### src/rtl/noc_flit_depacketizer_pkg.sv
// rtl/noc_flit_depacketizer_pkg.sv - NoC flit widths, marker values, head flit layout and depacketizer types
package noc_flit_depacketizer_pkg;

    localparam int Noc_Data_Width     = 128;
    localparam int Noc_ID_X_Width     = 2;
    localparam int Noc_ID_Y_Width     = 2;
    localparam int Axi_TYPE_Bit       = 3;
    localparam int Axi_PACK_ORDER_Bit = 8;
    localparam int Axi_LEN_Bit        = 8;
    localparam int Noc_Point_E        = 93;
    localparam int Less_Byte          = Noc_Point_E;

    localparam logic [3:0] Noc_Head_H = 4'hA;
    localparam logic [3:0] Noc_Head_E = 4'h5;
    localparam logic [3:0] Noc_Tail_H = 4'hC;
    localparam logic [3:0] Noc_Tail_E = 4'h3;

    localparam logic [1:0] ERR_HEAD = 2'd1;
    localparam logic [1:0] ERR_DEST = 2'd2;
    localparam logic [1:0] ERR_TAIL = 2'd3;

    typedef struct packed {
        logic [3:0]                    head_h;
        logic [Noc_ID_X_Width-1:0]     src_x;
        logic [Noc_ID_Y_Width-1:0]     src_y;
        logic [Noc_ID_X_Width-1:0]     dst_x;
        logic [Noc_ID_Y_Width-1:0]     dst_y;
        logic [Axi_TYPE_Bit-1:0]       typ;
        logic [Axi_PACK_ORDER_Bit-1:0] order;
        logic [Axi_LEN_Bit-1:0]        len;
        logic [3:0]                    head_e;
        logic [Less_Byte-1:0]          user;
    } noc_head_flit_t;

    typedef enum logic [1:0] {IDLE, DATA, TAIL, DROP} noc_depkt_state_t;

endpackage

### src/rtl/noc_pipe_reg.sv
// rtl/noc_pipe_reg.sv - one-entry valid/ready register that holds its payload while stalled
module noc_pipe_reg #(
    parameter int WIDTH = 8
) (
    input  logic             clk,
    input  logic             rst_n,
    input  logic             in_valid,
    output logic             in_ready,
    input  logic [WIDTH-1:0] in_data,
    output logic             out_valid,
    input  logic             out_ready,
    output logic [WIDTH-1:0] out_data
);

    logic             r_valid;
    logic [WIDTH-1:0] r_data;

    assign in_ready  = !r_valid || out_ready;
    assign out_valid = r_valid;
    assign out_data  = r_data;

    always_ff @(posedge clk or negedge rst_n) begin
        if (!rst_n) begin
            r_valid <= 1'b0;
            r_data  <= '0;
        end else if (in_valid && in_ready) begin
            r_valid <= 1'b1;
            r_data  <= in_data;
        end else if (out_ready) begin
            r_valid <= 1'b0;
        end
    end

endmodule

### src/rtl/noc_flit_depacketizer.sv
// rtl/noc_flit_depacketizer.sv - validates head flits, streams data flits with last, consumes tails, drops bad packets
module noc_flit_depacketizer
    import noc_flit_depacketizer_pkg::*;
#(
    parameter logic [Noc_ID_X_Width-1:0] MY_X = '0,
    parameter logic [Noc_ID_Y_Width-1:0] MY_Y = '0
) (
    input  logic                          clk,
    input  logic                          rst_n,
    input  logic                          in_valid,
    output logic                          in_ready,
    input  logic [Noc_Data_Width-1:0]     in_flit,
    output logic                          out_valid,
    input  logic                          out_ready,
    output logic [Noc_Data_Width-1:0]     out_data,
    output logic                          out_last,
    output logic                          hdr_valid,
    output logic [Noc_ID_X_Width-1:0]     hdr_src_x,
    output logic [Noc_ID_Y_Width-1:0]     hdr_src_y,
    output logic [Axi_TYPE_Bit-1:0]       hdr_type,
    output logic [Axi_PACK_ORDER_Bit-1:0] hdr_order,
    output logic [Axi_LEN_Bit-1:0]        hdr_len,
    output logic [Less_Byte-1:0]          hdr_user,
    output logic                          err_valid,
    output logic [1:0]                    err_code
);

    noc_depkt_state_t r_state, w_next_state;

    logic                   r_alive;
    logic [Axi_LEN_Bit-1:0] r_cnt;
    logic                   r_err_valid;
    logic [1:0]             r_err_code;

    noc_head_flit_t w_head;
    logic           w_head_ok, w_dest_ok, w_tail_ok;
    logic           w_in_ready, w_fire, w_pipe_in_ready;
    logic           w_beat_load, w_last, w_cnt_dec;
    logic           w_hdr_load, w_hdr_clr, w_err_set;
    logic [1:0]     w_err_code;
    logic [Noc_Data_Width:0] w_pipe_out;

    assign w_head    = noc_head_flit_t'(in_flit);
    assign w_head_ok = (w_head.head_h == Noc_Head_H) && (w_head.head_e == Noc_Head_E);
    assign w_dest_ok = (w_head.dst_x == MY_X) && (w_head.dst_y == MY_Y);
    assign w_tail_ok = (in_flit[127:124] == Noc_Tail_H) && (in_flit[3:0] == Noc_Tail_E);

    // Only DATA waits on the output register; the other states always consume.
    always_comb begin
        w_in_ready = 1'b0;
        case (r_state)
            IDLE:    w_in_ready = r_alive;
            DATA:    w_in_ready = w_pipe_in_ready;
            TAIL:    w_in_ready = 1'b1;
            DROP:    w_in_ready = 1'b1;
            default: w_in_ready = 1'b0;
        endcase
    end

    assign in_ready = w_in_ready;
    assign w_fire   = in_valid && w_in_ready;

    always_ff @(posedge clk or negedge rst_n) begin
        if (!rst_n) r_state <= IDLE;
        else        r_state <= w_next_state;
    end

    always_comb begin
        w_next_state = r_state;
        w_beat_load  = 1'b0;
        w_last       = 1'b0;
        w_cnt_dec    = 1'b0;
        w_hdr_load   = 1'b0;
        w_hdr_clr    = 1'b0;
        w_err_set    = 1'b0;
        w_err_code   = ERR_HEAD;
        case (r_state)
            IDLE: if (w_fire) begin
                if (!w_head_ok) begin
                    w_err_set = 1'b1;
                end else if (!w_dest_ok) begin
                    w_err_set    = 1'b1;
                    w_err_code   = ERR_DEST;
                    w_next_state = DROP;
                end else begin
                    w_hdr_load   = 1'b1;
                    w_next_state = DATA;
                end
            end
            DATA: if (w_fire) begin
                w_beat_load = 1'b1;
                if (r_cnt == '0) begin
                    w_last       = 1'b1;
                    w_next_state = TAIL;
                end else begin
                    w_cnt_dec = 1'b1;
                end
            end
            TAIL: if (w_fire) begin
                w_hdr_clr = 1'b1;
                if (w_tail_ok) begin
                    w_next_state = IDLE;
                end else begin
                    w_err_set    = 1'b1;
                    w_err_code   = ERR_TAIL;
                    w_next_state = DROP;
                end
            end
            DROP: if (w_fire && w_tail_ok) w_next_state = IDLE;
            default: w_next_state = IDLE;
        endcase
    end

    always_ff @(posedge clk or negedge rst_n) begin
        if (!rst_n) begin
            r_alive     <= 1'b0;
            r_cnt       <= '0;
            hdr_valid   <= 1'b0;
            hdr_src_x   <= '0;
            hdr_src_y   <= '0;
            hdr_type    <= '0;
            hdr_order   <= '0;
            hdr_len     <= '0;
            hdr_user    <= '0;
            r_err_valid <= 1'b0;
            r_err_code  <= '0;
        end else begin
            r_alive     <= 1'b1;
            r_err_valid <= w_err_set;
            if (w_err_set) r_err_code <= w_err_code;
            if (w_hdr_load) begin
                hdr_valid <= 1'b1;
                hdr_src_x <= w_head.src_x;
                hdr_src_y <= w_head.src_y;
                hdr_type  <= w_head.typ;
                hdr_order <= w_head.order;
                hdr_len   <= w_head.len;
                hdr_user  <= w_head.user;
                r_cnt     <= w_head.len;
            end else begin
                if (w_hdr_clr) hdr_valid <= 1'b0;
                if (w_cnt_dec) r_cnt <= r_cnt - Axi_LEN_Bit'(1);
            end
        end
    end

    assign err_valid = r_err_valid;
    assign err_code  = r_err_code;

    noc_pipe_reg #(
        .WIDTH(Noc_Data_Width + 1)
    ) u_out_reg (
        .clk      (clk),
        .rst_n    (rst_n),
        .in_valid (w_beat_load),
        .in_ready (w_pipe_in_ready),
        .in_data  ({w_last, in_flit}),
        .out_valid(out_valid),
        .out_ready(out_ready),
        .out_data (w_pipe_out)
    );

    assign out_last = w_pipe_out[Noc_Data_Width];
    assign out_data = w_pipe_out[Noc_Data_Width-1:0];

endmodule

### config.mk
export PLATFORM = sky130hd
export DESIGN_NAME = noc_flit_depacketizer
export DESIGN_NICKNAME = d
export VERILOG_FILES = /design/src/rtl/noc_flit_depacketizer_pkg.sv /design/src/rtl/noc_pipe_reg.sv /design/src/rtl/noc_flit_depacketizer.sv
export SDC_FILE = /design/constraint.sdc
export NUM_CORES = 1
export LEC_CHECK = 0
export CAP_MARGIN = 30
export CORE_UTILIZATION = 48
export CTS_CLUSTER_DIAMETER = 80
export DETAILED_ROUTE_END_ITERATION = 8
export PLACE_DENSITY = 0.81
export SLEW_MARGIN = 30
export SYNTH_ARGS = -nofsm -noshare
export SYNTH_HDL_FRONTEND = slang
export SYNTH_HIERARCHICAL = 1
export SYNTH_SLANG_ARGS = --single-unit
export TNS_END_PERCENT = 5
### constraint.sdc
create_clock -name clk -period 3.6 [get_ports clk]
set_input_delay 0.9 -clock clk [delete_from_list [all_inputs] [get_ports clk]]
set_output_delay 0.9 -clock clk [all_outputs]
set_load 0.005 [all_outputs]
==> metrics.csv <==
metric;value;unit
clock-sinks;261;
grt_pass1_vias;7030;
initial_core_util;0.4963;
grt_setup_unrepaired;false;
setup_viol;0;
grt_pass1_wl;39.64;mm
ant_nets;0;
cp_max_fo;4;
die_h;150.6;um
worstHoldPathType;in2async;
die_area;22680;um2
cts_resized;0;
rows;53;
path_clk_slew;0.06;ns
drv_cap;0;
synth_ff_type;dfrtp_1;
power;10.49;mW
fin_util;0.7307;
grt_use_met2;0.3839;
cp_data_arrival_time;2.23;ns
avgSynthCellArea;17.07;um2
finalCriticalPeriod;3.129;ns
synth.yosys.warnings;6;
routed_via_density;5.102;
drive_above_1_share;0.2473;
cts_made_buffers;27;
nNetsFinal;1151;
num_antenna_cells;0;
htreeDepth;1;
place.gp.congestion;0.8045;
syn_area;10600;um2
area_delta_synth_final;47.23;%
vdd_drop_max;0.4301;mV
leakage;7.450;nW
seq_area;6531;um2
synth.distinct_cells;48;
async_reset_ff_frac;1.000;
tritoncts;built;
chipWidth;150.6;um
crit_path_end_kind;primary output;
vias;6684;
grtUsageMet1;0.2692;
grt_max_degree;92;
synth-seq-cells;261;
insertion_delay;0.52;ns
rrSetupSlack;1.49;ns
postSynthCellCount;621;
multi_input_area;3764;um2
fin_setup_tns;0;ns
post_cts_buffers;0;
ctsHoldBuffers;0;
synth_edf_count;0;
powerDensity;672.4;nW/um2
status;complete, no violations;
portBuffers;382;
drtIter0Drc;195;
seq_area_frac_synth;0.6163;
busiest_layer;met2;
path_class;in2out;
drc;0;
wire_per_inst;20.06;um
dr.pass1.iters;4;
grtUsageTotal;0.2284;
ios;383;
fmax;319.6;MHz
grtUsageMet3;0.07515;
antenna_found_initial;0;
postLayoutCellArea;15600;um2
cp_common_cell;clkdlybuf4s50_1;
placed_area;14670;um2
slew_violations;0;
critPathLaunchType;input pin;
nFillCells;1409;
cts_buffer_depth;3;
tightest_slew;0.7116;ns
grt_overflow;0;
critPathRequiredTime;2.70;ns
synth_nets;755;
fin_skew;0.01670;ns
wl;26.27;mm
crit_chain;clkdlybuf4s50_1, nand2b_4, a21oi_1, o21ai_0, clkdlybuf4s50_1;
finalHoldViolations;0;
core_region_area;21350;um2
slowest_stage;clkdlybuf4s50_1;
max_stage_delay;0.54;ns
fin_crit_sh;0.8692;
slew_headroom;0.5256;
dp_hpwl;18.81;mm
cts-root-buf;clkbuf_16;
## final timing paths
check | endpoint | cells after the start | start
min in group clk | hdr_valid$_DFFE_PN0P_ | 1 | hdr_valid$_DFFE_PN0P_
hold / removal | u_out_reg/out_data[122]$_DFFE_PN0P_ | 1 | rst_n
setup / recovery | in_ready | 5 | out_ready
setup reg to reg | u_out_reg/out_data[39]$_DFFE_PN0P_ | 5 | r_state[1]$_DFFE_PN0P_
max in group asynchronous | hdr_user[67]$_DFFE_PN0P_ | 2 | rst_n
hold reg to reg | hdr_valid$_DFFE_PN0P_ | 1 | hdr_valid$_DFFE_PN0P_
## cell usage after synthesis, types with 2 or more instances
| cell | number | area share |
|---|---|---|
| nand4_1 | 2 | 0.0012 |
| buf_4 | 5 | 0.0035 |
| mux2_4 | 101 | 0.14 |
| nand2_1 | 10 | 0.0035 |
| a22o_1 | 2 | 0.0017 |
| mux2_2 | 84 | 0.089 |
| inv_1 | 7 | 0.0025 |
| a21oi_1 | 5 | 0.0024 |
| mux2_1 | 68 | 0.072 |
| ha_1 | 2 | 0.0024 |
| buf_6 | 20 | 0.021 |
| or3_1 | 3 | 0.0018 |
| o21ai_0 | 8 | 0.0038 |
| o211ai_1 | 2 | 0.0014 |
| dfrtp_1 | 261 | 0.62 |
| nor2_1 | 7 | 0.0025 |
| or3b_2 | 2 | 0.0017 |
| nand2b_1 | 2 | 0.0012 |
## worst max-delay path: cells and delay by family
family,cells,cell delay [ns]
buffers and inverters,2,0.99
AO/OA/AOI/OAI,2,0.18
AND/OR/NAND/NOR,1,0.16
## sequential cells by signal, summed over array words and instances, names as in the netlist
name,count
r_alive,1
hdr_src_y,2
u_out_reg/out_valid,1
r_cnt,8
hdr_user,93
hdr_valid,1
r_state,2
hdr_type,3
hdr_src_x,2
u_out_reg/out_data,129
err_valid,1
err_code,2
hdr_len,8
hdr_order,8
## report_power, final
part	switching [mW]	leakage, nW	internal, mW
Combinational	1.01	3.62	2.38
Clock	1.14	0.456	1.79
Sequential	0.466	3.37	3.71
## logic make-up (layout without fill, tap and decap cells)
group | count (synthesis) | count (layout) | synth area share
compound gates | 22 | 22 | 0.01299
xor+xnor | 1 | 1 | 0.0008266
fa+ha+maj | 2 | 2 | 0.002361
buf+inv | 36 | 450 | 0.02987
flops | 261 | 261 | 0.6163
mux | 254 | 254 | 0.3055
other cells | 1 | 1 | 0.0003539
simple gates | 44 | 44 | 0.03176
## metal layers
| layer | up-vias | wire [um] | part of all wire |
|---|---|---|---|
| li1 | 3005 | - | - |
| met1 | 3342 | 9923 | 0.38 |
| met2 | 280 | 12850 | 0.49 |
| met3 | 57 | 2466 | 0.094 |
| met4 | 0 | 1029 | 0.039 |
| met5 | - | 0 | 0 |
## layout by cell type, fill, tap and decap left out, types with 3 or more instances in the layout
master	instances
clkdlybuf4s50_1	381
dfrtp_1	261
mux2_4	101
mux2_2	84
mux2_1	68
clkbuf_16	27
nand2_1	10
o21ai_0	8
inv_1	7
nor2_1	7
buf_4	7
clkinv_2	6
buf_12	6
a21oi_1	5
bufinv_16	5
or3_1	3
clkbuf_8	3
clkbuf_1	3
## cell type report
cell class	instances	share of cell area
inverters	8	0.001925
multi-input cells	324	0.2412
repair buffers	395	0.2565
flip-flops and latches	261	0.4186
well taps	275	0.02205
clock inverters	14	0.01307
clock buffers	33	0.04667
## metrics by stage
step                      worst slack, ns  hold slack [ns]  std cells
after global routing               0.3872           0.4270       1310
after floorplan                     1.353           0.4735        621
final                              0.4709           0.3701       1310
after CTS                          0.4613           0.4078       1310
after global placement             0.4718           0.4613       1263
after detailed placement           0.4619           0.4695       1263
No activity file was read; power rests on OpenSTA's default activity.
